--- config.mk ---
export PLATFORM = sky130hd
export DESIGN_NAME = spi_memory_burst_flat
export DESIGN_NICKNAME = d
export VERILOG_FILES = /design/src/rtl/spi_memory_burst_if.sv /design/src/rtl/spi_memory_burst.sv /design/src/flat_wrapper.sv
export SDC_FILE = /design/constraint.sdc
export NUM_CORES = 1
export LEC_CHECK = 0
export BUFFER_PORTS_ARGS = -buffer_cell sky130_fd_sc_hd__buf_2
export CAP_MARGIN = 20
export CORE_ASPECT_RATIO = 2
export CORE_MARGIN = 1.5
export CORE_UTILIZATION = 54
export DETAILED_ROUTE_END_ITERATION = 10
export PLACE_DENSITY = 0.74
export SLEW_MARGIN = 10
export SYNTH_ARGS = -nofsm -noshare
export SYNTH_HDL_FRONTEND = slang
export SYNTH_SLANG_ARGS = --single-unit
--- constraint.sdc ---
create_clock -name clk -period 2.5 [get_ports clk]
set_input_delay 0.25 -clock clk [delete_from_list [all_inputs] [get_ports clk]]
set_output_delay 0.25 -clock clk [all_outputs]
set_load 0.005 [all_outputs]
--- src/rtl/spi_memory_burst_if.sv ---
// SPI pin bundle between an SPI master (pad ring or bench) and spi_memory_burst.
// miso_oe lets the top level tri-state miso when the slave is not driving it.
interface spi_memory_burst_if;
    logic sclk_pin;
    logic cs_pin;
    logic mosi_pin;
    logic miso_pin;
    logic miso_oe;

    modport master (
        output sclk_pin,
        output cs_pin,
        output mosi_pin,
        input  miso_pin,
        input  miso_oe
    );

    modport slave (
        input  sclk_pin,
        input  cs_pin,
        input  mosi_pin,
        output miso_pin,
        output miso_oe
    );
endinterface

--- src/rtl/spi_memory_burst.sv ---
// Mode-0 SPI slave onto an on-chip register-file memory with auto-incrementing bursts.
// SPI pins are oversampled on clk; all events act three clk after the pin changes.
//
//   state | meaning
//   IDLE  | cs high or frame finished; sclk ignored
//   CMD   | shifting ADDR_W address bits then the R/W bit
//   WRITE | shifting data words in, each completed word written and address bumped
//   READ  | loading words from memory and shifting them out on sclk fall
module spi_memory_burst #(
    parameter int ADDR_W = 7,
    parameter int DATA_W = 8,
    parameter int LED_W  = 4
) (
    input  logic               clk,
    input  logic               reset_n,
    spi_memory_burst_if.slave  spi,
    output logic [LED_W-1:0]   leds,
    output logic               frame_err
);
    localparam int DEPTH    = 2**ADDR_W;
    localparam int MAX_BITS = (ADDR_W + 1 > DATA_W) ? ADDR_W + 1 : DATA_W;
    localparam int CNT_W    = $clog2(MAX_BITS + 1);
    localparam logic [CNT_W-1:0] CMD_LAST = CNT_W'(ADDR_W);
    localparam logic [CNT_W-1:0] DAT_LAST = CNT_W'(DATA_W - 1);

    typedef enum logic [1:0] {IDLE, CMD, WRITE, READ} state_t;

    state_t state_q, state_d;

    logic [1:0]        sclk_sync_q, cs_sync_q, mosi_sync_q;
    logic              sclk_prev_q, cs_prev_q;
    logic              sclk_s, cs_s, mosi_s;
    logic              sclk_rise, sclk_fall, cs_fall, cs_rise;

    logic [CNT_W-1:0]  cnt_q, cnt_d;
    logic [ADDR_W-1:0] addr_q, addr_d;
    logic [DATA_W-1:0] shift_q, shift_d;
    logic [LED_W-1:0]  leds_q, leds_d;
    logic              miso_q, miso_d;
    logic              oe_q, oe_d;
    logic              ld_pend_q, ld_pend_d;
    logic              wr_pend_q, wr_pend_d;
    logic              ferr_q, ferr_d;

    logic              addr_shift, cmd_done, wr_bit, rd_bit, do_load, abort;

    logic [DATA_W-1:0] mem_q [DEPTH];

    // cs resets to "selected" so a frame already in progress at reset release
    // is not mistaken for a new cs fall; the FSM then waits for a clean frame.
    always_ff @(posedge clk or negedge reset_n) begin
        if (!reset_n) begin
            sclk_sync_q <= 2'b00;
            cs_sync_q   <= 2'b00;
            mosi_sync_q <= 2'b00;
            sclk_prev_q <= 1'b0;
            cs_prev_q   <= 1'b0;
        end else begin
            sclk_sync_q <= {sclk_sync_q[0], spi.sclk_pin};
            cs_sync_q   <= {cs_sync_q[0], spi.cs_pin};
            mosi_sync_q <= {mosi_sync_q[0], spi.mosi_pin};
            sclk_prev_q <= sclk_sync_q[1];
            cs_prev_q   <= cs_sync_q[1];
        end
    end

    assign sclk_s    = sclk_sync_q[1];
    assign cs_s      = cs_sync_q[1];
    assign mosi_s    = mosi_sync_q[1];
    // Gating by cs also makes cs win over a coincident sclk edge.
    assign sclk_rise = sclk_s & ~sclk_prev_q & ~cs_s;
    assign sclk_fall = ~sclk_s & sclk_prev_q & ~cs_s;
    assign cs_fall   = ~cs_s & cs_prev_q;
    assign cs_rise   = cs_s & ~cs_prev_q;

    always_ff @(posedge clk or negedge reset_n) begin
        if (!reset_n) begin
            state_q <= IDLE;
        end else begin
            state_q <= state_d;
        end
    end

    always_comb begin
        state_d = state_q;
        if (cs_rise) begin
            state_d = IDLE;
        end else begin
            case (state_q)
                IDLE: begin
                    if (cs_fall) state_d = CMD;
                end
                CMD: begin
                    if (sclk_rise && cnt_q == CMD_LAST) state_d = mosi_s ? READ : WRITE;
                end
                default: ;
            endcase
        end
    end

    always_comb begin
        addr_shift = 1'b0;
        cmd_done   = 1'b0;
        wr_bit     = 1'b0;
        rd_bit     = 1'b0;
        do_load    = 1'b0;
        abort      = 1'b0;
        case (state_q)
            CMD: begin
                addr_shift = sclk_rise & (cnt_q != CMD_LAST);
                cmd_done   = sclk_rise & (cnt_q == CMD_LAST);
                abort      = cs_rise & (cnt_q != '0);
            end
            WRITE: begin
                wr_bit = sclk_rise;
                abort  = cs_rise & (cnt_q != '0);
            end
            READ: begin
                do_load = ld_pend_q;
                rd_bit  = sclk_fall & ~ld_pend_q;
            end
            default: ;
        endcase
    end

    always_comb begin
        cnt_d     = cnt_q;
        addr_d    = addr_q;
        shift_d   = shift_q;
        leds_d    = leds_q;
        miso_d    = miso_q;
        oe_d      = oe_q;
        ld_pend_d = ld_pend_q;
        wr_pend_d = 1'b0;
        ferr_d    = abort;

        if (cs_fall) cnt_d = '0;

        if (addr_shift) begin
            addr_d = {addr_q[ADDR_W-2:0], mosi_s};
            cnt_d  = cnt_q + CNT_W'(1);
        end

        if (cmd_done) begin
            cnt_d     = '0;
            ld_pend_d = mosi_s;
        end

        if (wr_bit) begin
            shift_d = {shift_q[DATA_W-2:0], mosi_s};
            if (cnt_q == DAT_LAST) begin
                cnt_d     = '0;
                wr_pend_d = 1'b1;
            end else begin
                cnt_d = cnt_q + CNT_W'(1);
            end
        end

        if (wr_pend_q) begin
            leds_d = shift_q[LED_W-1:0];
            addr_d = addr_q + ADDR_W'(1);
        end

        // Prefetch: the next word is loaded as soon as the previous one has gone out.
        if (do_load) begin
            shift_d   = mem_q[addr_q];
            leds_d    = mem_q[addr_q][LED_W-1:0];
            addr_d    = addr_q + ADDR_W'(1);
            oe_d      = 1'b1;
            ld_pend_d = 1'b0;
            cnt_d     = '0;
        end

        if (rd_bit) begin
            miso_d  = shift_q[DATA_W-1];
            shift_d = {shift_q[DATA_W-2:0], 1'b0};
            if (cnt_q == DAT_LAST) begin
                cnt_d     = '0;
                ld_pend_d = 1'b1;
            end else begin
                cnt_d = cnt_q + CNT_W'(1);
            end
        end

        if (cs_rise) begin
            cnt_d     = '0;
            ld_pend_d = 1'b0;
            miso_d    = 1'b0;
            oe_d      = 1'b0;
        end
    end

    always_ff @(posedge clk or negedge reset_n) begin
        if (!reset_n) begin
            cnt_q     <= '0;
            addr_q    <= '0;
            shift_q   <= '0;
            leds_q    <= '0;
            miso_q    <= 1'b0;
            oe_q      <= 1'b0;
            ld_pend_q <= 1'b0;
            wr_pend_q <= 1'b0;
            ferr_q    <= 1'b0;
        end else begin
            cnt_q     <= cnt_d;
            addr_q    <= addr_d;
            shift_q   <= shift_d;
            leds_q    <= leds_d;
            miso_q    <= miso_d;
            oe_q      <= oe_d;
            ld_pend_q <= ld_pend_d;
            wr_pend_q <= wr_pend_d;
            ferr_q    <= ferr_d;
        end
    end

    // Memory survives reset; wr_pend_q is cleared asynchronously, so a word
    // still in flight when reset hits is never written.
    always_ff @(posedge clk) begin
        if (wr_pend_q) mem_q[addr_q] <= shift_q;
    end

    assign spi.miso_pin = miso_q;
    assign spi.miso_oe  = oe_q;
    assign leds         = leds_q;
    assign frame_err    = ferr_q;
endmodule

--- src/flat_wrapper.sv ---
// flat-port wrapper written by rule: the top's interface ports become plain ports
module spi_memory_burst_flat 
#(
    parameter int ADDR_W = 7,
    parameter int DATA_W = 8,
    parameter int LED_W  = 4
)
  (clk, reset_n, leds, frame_err, spi_sclk_pin, spi_cs_pin, spi_mosi_pin, spi_miso_pin, spi_miso_oe);
  spi_memory_burst_if spi_i ();
  input  logic clk;
  input  logic reset_n;
  output logic [LED_W-1:0] leds;
  output logic frame_err;
  input wire logic [$bits(spi_i.sclk_pin)-1:0] spi_sclk_pin;
  input wire logic [$bits(spi_i.cs_pin)-1:0] spi_cs_pin;
  input wire logic [$bits(spi_i.mosi_pin)-1:0] spi_mosi_pin;
  output wire logic [$bits(spi_i.miso_pin)-1:0] spi_miso_pin;
  output wire logic [$bits(spi_i.miso_oe)-1:0] spi_miso_oe;
  assign spi_i.sclk_pin = spi_sclk_pin;
  assign spi_i.cs_pin = spi_cs_pin;
  assign spi_i.mosi_pin = spi_mosi_pin;
  assign spi_miso_pin = spi_i.miso_pin;
  assign spi_miso_oe = spi_i.miso_oe;
  spi_memory_burst #(.ADDR_W(ADDR_W), .DATA_W(DATA_W), .LED_W(LED_W)) u_core (.clk(clk), .reset_n(reset_n), .spi(spi_i), .leds(leds), .frame_err(frame_err));
endmodule
# Yosys cells after proc, flatten, opt, wreduce, memory -nomap -nowiden
# Memories as Yosys holds them, arrays and structs flattened.
# Cells that the tools add are included.
[totals]
ff_bits = 38
mem_bits_rw = 1024
input_bits = 5
out_inout_bits = 7
word_cells = 92
memories = 1
[mem_list]
columns = ["name", "depth", "width", "rd", "rd_ports_with_merged_regs", "wr", "line", "rtl"]
rows = [
  ["u_core.mem_q", 128, 8, 1, 0, 1, "spi_memory_burst.sv:47", "logic [DATA_W-1:0] mem_q [DEPTH];"],
]
[classes]
addsub = 2
eq_ne = 7
muxes = 40
bitwise_logic = 15
reduce_logical = 12
[ops]
columns = ["op", "count"]
rows = [
  ["4-bit two-way mux", 10],
  ["8-bit two-way mux", 3],
  ["7-bit two-way mux", 3],
  ["1-bit two-way mux", 20],
  ["1-bit bitwise AND", 10],
  ["3-bit nonzero test", 3],
  ["7-bit by 1-bit adder with 7-bit output, second input constant", 1],
  ["7-bit nonzero test", 1],
  ["2-bit two-way mux", 3],
  ["3-bit by 1-bit != test with 1-bit output, second input constant", 2],
  ["2-bit nonzero test", 3],
  ["1-bit inverter", 5],
  ["4-bit by 1-bit adder with 4-bit output, second input constant", 1],
  ["2-bit equality test, second input constant", 2],
  ["4-bit by 3-bit equality test with 1-bit output, second input constant", 1],
  ["4-bit by 3-bit != test with 1-bit output, second input constant", 1],
  ["2-bit one-hot mux with 2 select lines", 1],
  ["4-bit nonzero test", 1],
  ["3-bit AND reduction", 1],
  ["2-bit by 1-bit equality test with 1-bit output, second input constant", 1],
  ["2-bit zero test", 1],
  ["2-bit OR reduction", 1],
  ["1-bit logical AND", 1],
]

# Logic depth before layout (Yosys ltp)
[logic_depth]
word_depth = 11
depth_mapped = 11
ltp_nobuf = 8

# Worst setup path before layout
# OpenSTA, ideal clock, no wires.
[synth_timing]
path_type = "reg2reg"
from = "reg u_core.addr_q[2]"
to = "mem u_core.mem_q[80][0], enable pin"
setup_time_ps = 383
arrival_ps = 2227
t_required_ps = 2117
slack_ps = -110
path_stages_with_launch = 9
n_path_buf = 7
synth_period_minus_slack_ps = 2610
path_cell_list = "dfrtp_1 > buf_2 > buf_6 > buf_2 > buf_2 > buf_2 > buf_2 > buf_1 > nor3_1"
[synth_rtl]
columns = ["item", "line", "rtl"]
rows = [
  ["start: declaration", "spi_memory_burst.sv:36", "logic [ADDR_W-1:0] addr_q, addr_d;"],
  ["start signal: assignment", "spi_memory_burst.sv:206", "addr_q <= addr_d;"],
  ["end: declaration", "spi_memory_burst.sv:47", ""],
]
# Straight into the memory's write port.

# Final worst setup path
[layout_timing]
from = "reg u_core.addr_q[0]"
to = "reg u_core.shift_q[2]"
[layout_between]
elab_chain_len = 3
[layout_lines]
columns = ["item", "line", "rtl"]
rows = [
  ["memory read 128 x 8 bit", "n/a", ""],
  ["8-bit two-way mux", "spi_memory_burst.sv:165", "if (do_load) begin"],
  ["8-bit two-way mux", "spi_memory_burst.sv:174", "if (rd_bit) begin"],
  ["end signal: assignment", "spi_memory_burst.sv:207", "shift_q <= shift_d;"],
  ["end: declaration", "spi_memory_burst.sv:37", "logic [DATA_W-1:0] shift_q, shift_d;"],
]
# No other way between the ends.
# A chain may end at the register's enable or synchronous reset.

==> run_results.csv <==
group,metric,value,unit
run_status,status,"finished with violations",
run_status,failed_checks,"setup timing",
die,coreArea,0.0780,sq mm
critical_path,worst_reg2reg_startpoint,"u_core.addr_q[0]",
synth,synth_cell_type_count,60,
layout,multi_input_area,0.0107,sq mm
drt,wl_per_cell,31.5,um
critical_path,rr_worst_depth,9,
placed_design,gpl_wtd_cong,0.998,
power,power.ir.vdd_worst,0.712,mV
die,fp-row-count,145,
die,die_width,202,um
clock_tree,tritoncts_buffers,85,
sta,max_clock_freq,360,MHz
placed_design,detailedPlace.worstSlack,-0.690,ns
clock_tree,htreeDepth,3,
die,die_h,400,um
clock_tree,cts-root-buf,"sky130_fd_sc_hd__clkbuf_16",
sta,final_period_minus_worst_setup_slack,2.78,ns
min_path,hold_path_class,"primary input to flip-flop",
placed_design,placement.io_buffers,11,
critical_path,setup.worst_path.end_class,"flip-flop",
sta,final.setup.tns,-2.89,ns
drt,drt-pass1-iter-count,6,
placed_design,detailed_place_hpwl,82500,um
grt,gr-usage-all-layers,32.2,%
drt,route.vias.total,27250,
critical_path,critical_path_peak_fanout,11,
critical_path,timing_worst_setup_path_type,"flip-flop to flip-flop",
drt,drtAntennaViolNets,0,
drt,post-route-drc-count,0,
synth,postSynth.topFlopCell,"sky130_fd_sc_hd__edfxtp_1",
clock_tree,worstSkewPairLatency,0.68,ns
sta,final_cycle_utilization_of_the_critical_path,111,%
sta,finalSetupViolCount,27,
clock_tree,cts_num_sinks,1062,
critical_path,regToRegEndpoint,"u_core.shift_q[2]",
grt,grt.overflow.total,0,
sta,max_slew_headroom,31.3,%
die,die-area,0.0806,sq mm
sta,worstMarginPinSlew,1.03,ns
sta,postLayoutSetupSlackWorst,-0.279,ns
sta,timing_hold_violations_final,0,
clock_tree,clkTransAtPathRegs,0.07,ns
critical_path,critPathLaunchType,"flip-flop",
die,ioPinCount,12,
sta,rsz0062_at_grt,"yes",
synth,combined_area_of_all_synthesized_cells,0.0426,sq mm
synth,synth.net_count,2634,
flow_run,cap_viol_max_count,0,
power,leakagePower,16.8,nW
synth,async_flop_share,3.58,%
grt,first_pass_grt_wire_length,185000,um
grt,grt_antenna_before_repair,0,
synth,post_synth_inst_count,2622,
drt,drt_first_iter_violations,3191,
die,initial_utilization,54.6,%
drt,totalWireLength,130000,um
critical_path,launching_instance_or_port_of_the_critical_path,"u_core.addr_q[0]",
critical_path,critPathCapture,"u_core.shift_q[2]",
synth,yosysSeqAreaShare,74.5,%
clock_tree,clock_tree.buffer_depth,3,
grt,largest_net_degree_at_the_start_of_global_routing,85,
sta,timing_max_transition_violations_final,0,
power,total_power,52.7,mW
synth,avgSynthCellArea,16.2,sq um
layout,mostFrequentLayoutCells,"1,024 x sky130_fd_sc_hd__edfxtp_1, 367 x sky130_fd_sc_hd__buf_4, 233 x sky130_fd_sc_hd__mux2i_1",
critical_path,ff2ff_setup_slack,-0.28,ns
power,power_density,1010,mW/mm^2
critical_path,cp.arrival,3.31,ns
layout,seq_area,0.0317,sq mm
synth,synth_warnings,0,
layout,final_nets,3053,
synth,yosys_register_bits,1062,
sta,finClkSkew,0.0243,ns
grt,number_of_global_route_vias_before_repair,27870,
critical_path,worstPathRequired,3.03,ns
synth,edff_count_synth,1024,
clock_tree,tritoncts_clock_tree,"built",
layout,mostFrequentLayoutCell,"sky130_fd_sc_hd__edfxtp_1",
layout,filler_cell_count,4922,
drt,detail_route.vias_per_cell,6.59,
layout,layout-area-overhead-vs-synth,22.3,%
layout,drive_gt1_share,28.2,%
-- worst min-delay path by stage --
stage | from | endpoint | cells past startpoint
after floorplan | reset_n | u_core.addr_q[0] | 0
after global placement | u_core.sclk_sync_q[0] | u_core.sclk_sync_q[1] | 0
after detailed placement | u_core.mosi_sync_q[0] | u_core.mosi_sync_q[1] | 0
after CTS | spi_mosi_pin | u_core.mosi_sync_q[0] | 2
after global routing | spi_cs_pin | u_core.cs_sync_q[0] | 2
final | spi_mosi_pin | u_core.mosi_sync_q[0] | 2
-- report_power, final --
part           leakage (nW)  internal (mW)  switching [mW]  total (mW)
combinational          7.26           8.67            11.0        19.6
sequential             8.14           19.2           0.117        19.4
clock                  1.35           7.45            6.26        13.7
-- cell usage after synthesis, types with 5 or more instances --
cell	count	area [sq um]
sky130_fd_sc_hd__o22ai_1	81	507
sky130_fd_sc_hd__buf_4	17	128
sky130_fd_sc_hd__inv_1	81	304
sky130_fd_sc_hd__edfxtp_1	1024	30700
sky130_fd_sc_hd__mux2i_1	245	2450
sky130_fd_sc_hd__a2111o_1	8	90.1
sky130_fd_sc_hd__mux2_2	5	56.3
sky130_fd_sc_hd__o21ai_0	47	235
sky130_fd_sc_hd__a211oi_1	6	45.0
sky130_fd_sc_hd__a221oi_1	88	771
sky130_fd_sc_hd__nor2b_1	15	93.8
sky130_fd_sc_hd__buf_1	19	71.3
sky130_fd_sc_hd__o22a_1	41	359
sky130_fd_sc_hd__ha_1	7	87.6
sky130_fd_sc_hd__a22oi_1	16	120
sky130_fd_sc_hd__nand2b_1	58	363
sky130_fd_sc_hd__a41oi_1	5	43.8
sky130_fd_sc_hd__a22o_1	7	61.3
sky130_fd_sc_hd__o21a_1	5	37.5
sky130_fd_sc_hd__a21oi_1	62	310
sky130_fd_sc_hd__o32ai_1	72	631
sky130_fd_sc_hd__nand2_1	173	649
sky130_fd_sc_hd__dfrtp_1	38	951
sky130_fd_sc_hd__o2111ai_1	12	105
sky130_fd_sc_hd__and2_1	7	43.8
sky130_fd_sc_hd__nor3_1	19	95.1
sky130_fd_sc_hd__buf_2	87	435
sky130_fd_sc_hd__o31ai_1	37	278
sky130_fd_sc_hd__nand3_1	10	50.1
sky130_fd_sc_hd__mux4_2	42	946
sky130_fd_sc_hd__clkbuf_1	59	221
sky130_fd_sc_hd__nor2_1	154	578
sky130_fd_sc_hd__a221o_1	34	340
-- state kept, by name (all words and copies together), names as in the netlist, 2 cells and up --
signal / count
u_core.shift_q: 8
u_core.cnt_q: 4
u_core.cs_sync_q: 2
u_core.sclk_sync_q: 2
u_core.state_q: 2
u_core.addr_q: 7
u_core.mem_q: 1024
u_core.leds: 4
u_core.mosi_sync_q: 2
-- layer usage --
metal	vias to the layer above	GRT usage, %	wire length (um)
li1	11216	-	-
met1	13588	33.8	40200
met2	1851	56.2	65400
met3	595	6.19	10900
met4	0	26.3	13600
met5	-	0	0
-- worst max-delay path: stages (launching register included) --
cell	delay, ns
sky130_fd_sc_hd__dfrtp_4	0.52
sky130_fd_sc_hd__buf_8	0.16
sky130_fd_sc_hd__nand2b_4	0.23
sky130_fd_sc_hd__buf_6	0.23
sky130_fd_sc_hd__buf_6	0.19
sky130_fd_sc_hd__o22a_1	0.25
sky130_fd_sc_hd__a21oi_1	0.13
sky130_fd_sc_hd__a2111o_1	0.48
sky130_fd_sc_hd__a22oi_2	0.29
sky130_fd_sc_hd__a22oi_1	0.16
-- cells by family after synthesis --
family | Yosys count | synth area share, %
muxes | 293 | 8.18
AOI/OAI and AO/OA | 536 | 9.54
adders and majority gates | 7 | 0.206
and+or+nand+nor | 455 | 4.74
DFF | 1062 | 74.5
buffers and inverters | 269 | 2.86
-- final cells by class --
type	instances	share of cell area [%]
antenna	2	0.00961
clock buffer	98	4.28
clock inverter	53	1.02
inverter	83	0.598
multi-input combinational	1291	20.5
sequential	1062	61.0
tap	1029	2.47
timing repair buffer	518	10.2
-- per-stage QoR --
step | instance area, sq um | std cells | utilization (%) | hold slack, ns
4_1_cts | 51300 | 4104 | 65.7 | 0.202
5_1_grt | 52100 | 4134 | 66.7 | 0.232
6_report | 52100 | 4136 | 66.7 | 0.227
2_1_floorplan | 42600 | 2622 | - | -0.0456
3_3_place_gp | 47200 | 3915 | 60.5 | 0.344
3_5_place_dp | 47200 | 3915 | 60.5 | 0.337
-- timing repair --
item | CTS | global route
endpoints found under the setup margin | 193 | 157
hold endpoints to repair | 41 | 0
pin swaps | 39 | 41
gates cloned | 8 | 4
gates resized for setup | 177 | 100
hold buffers | 4 | 0
buffers inserted | 28 | 28
Power figures use the tool's default switching activity.
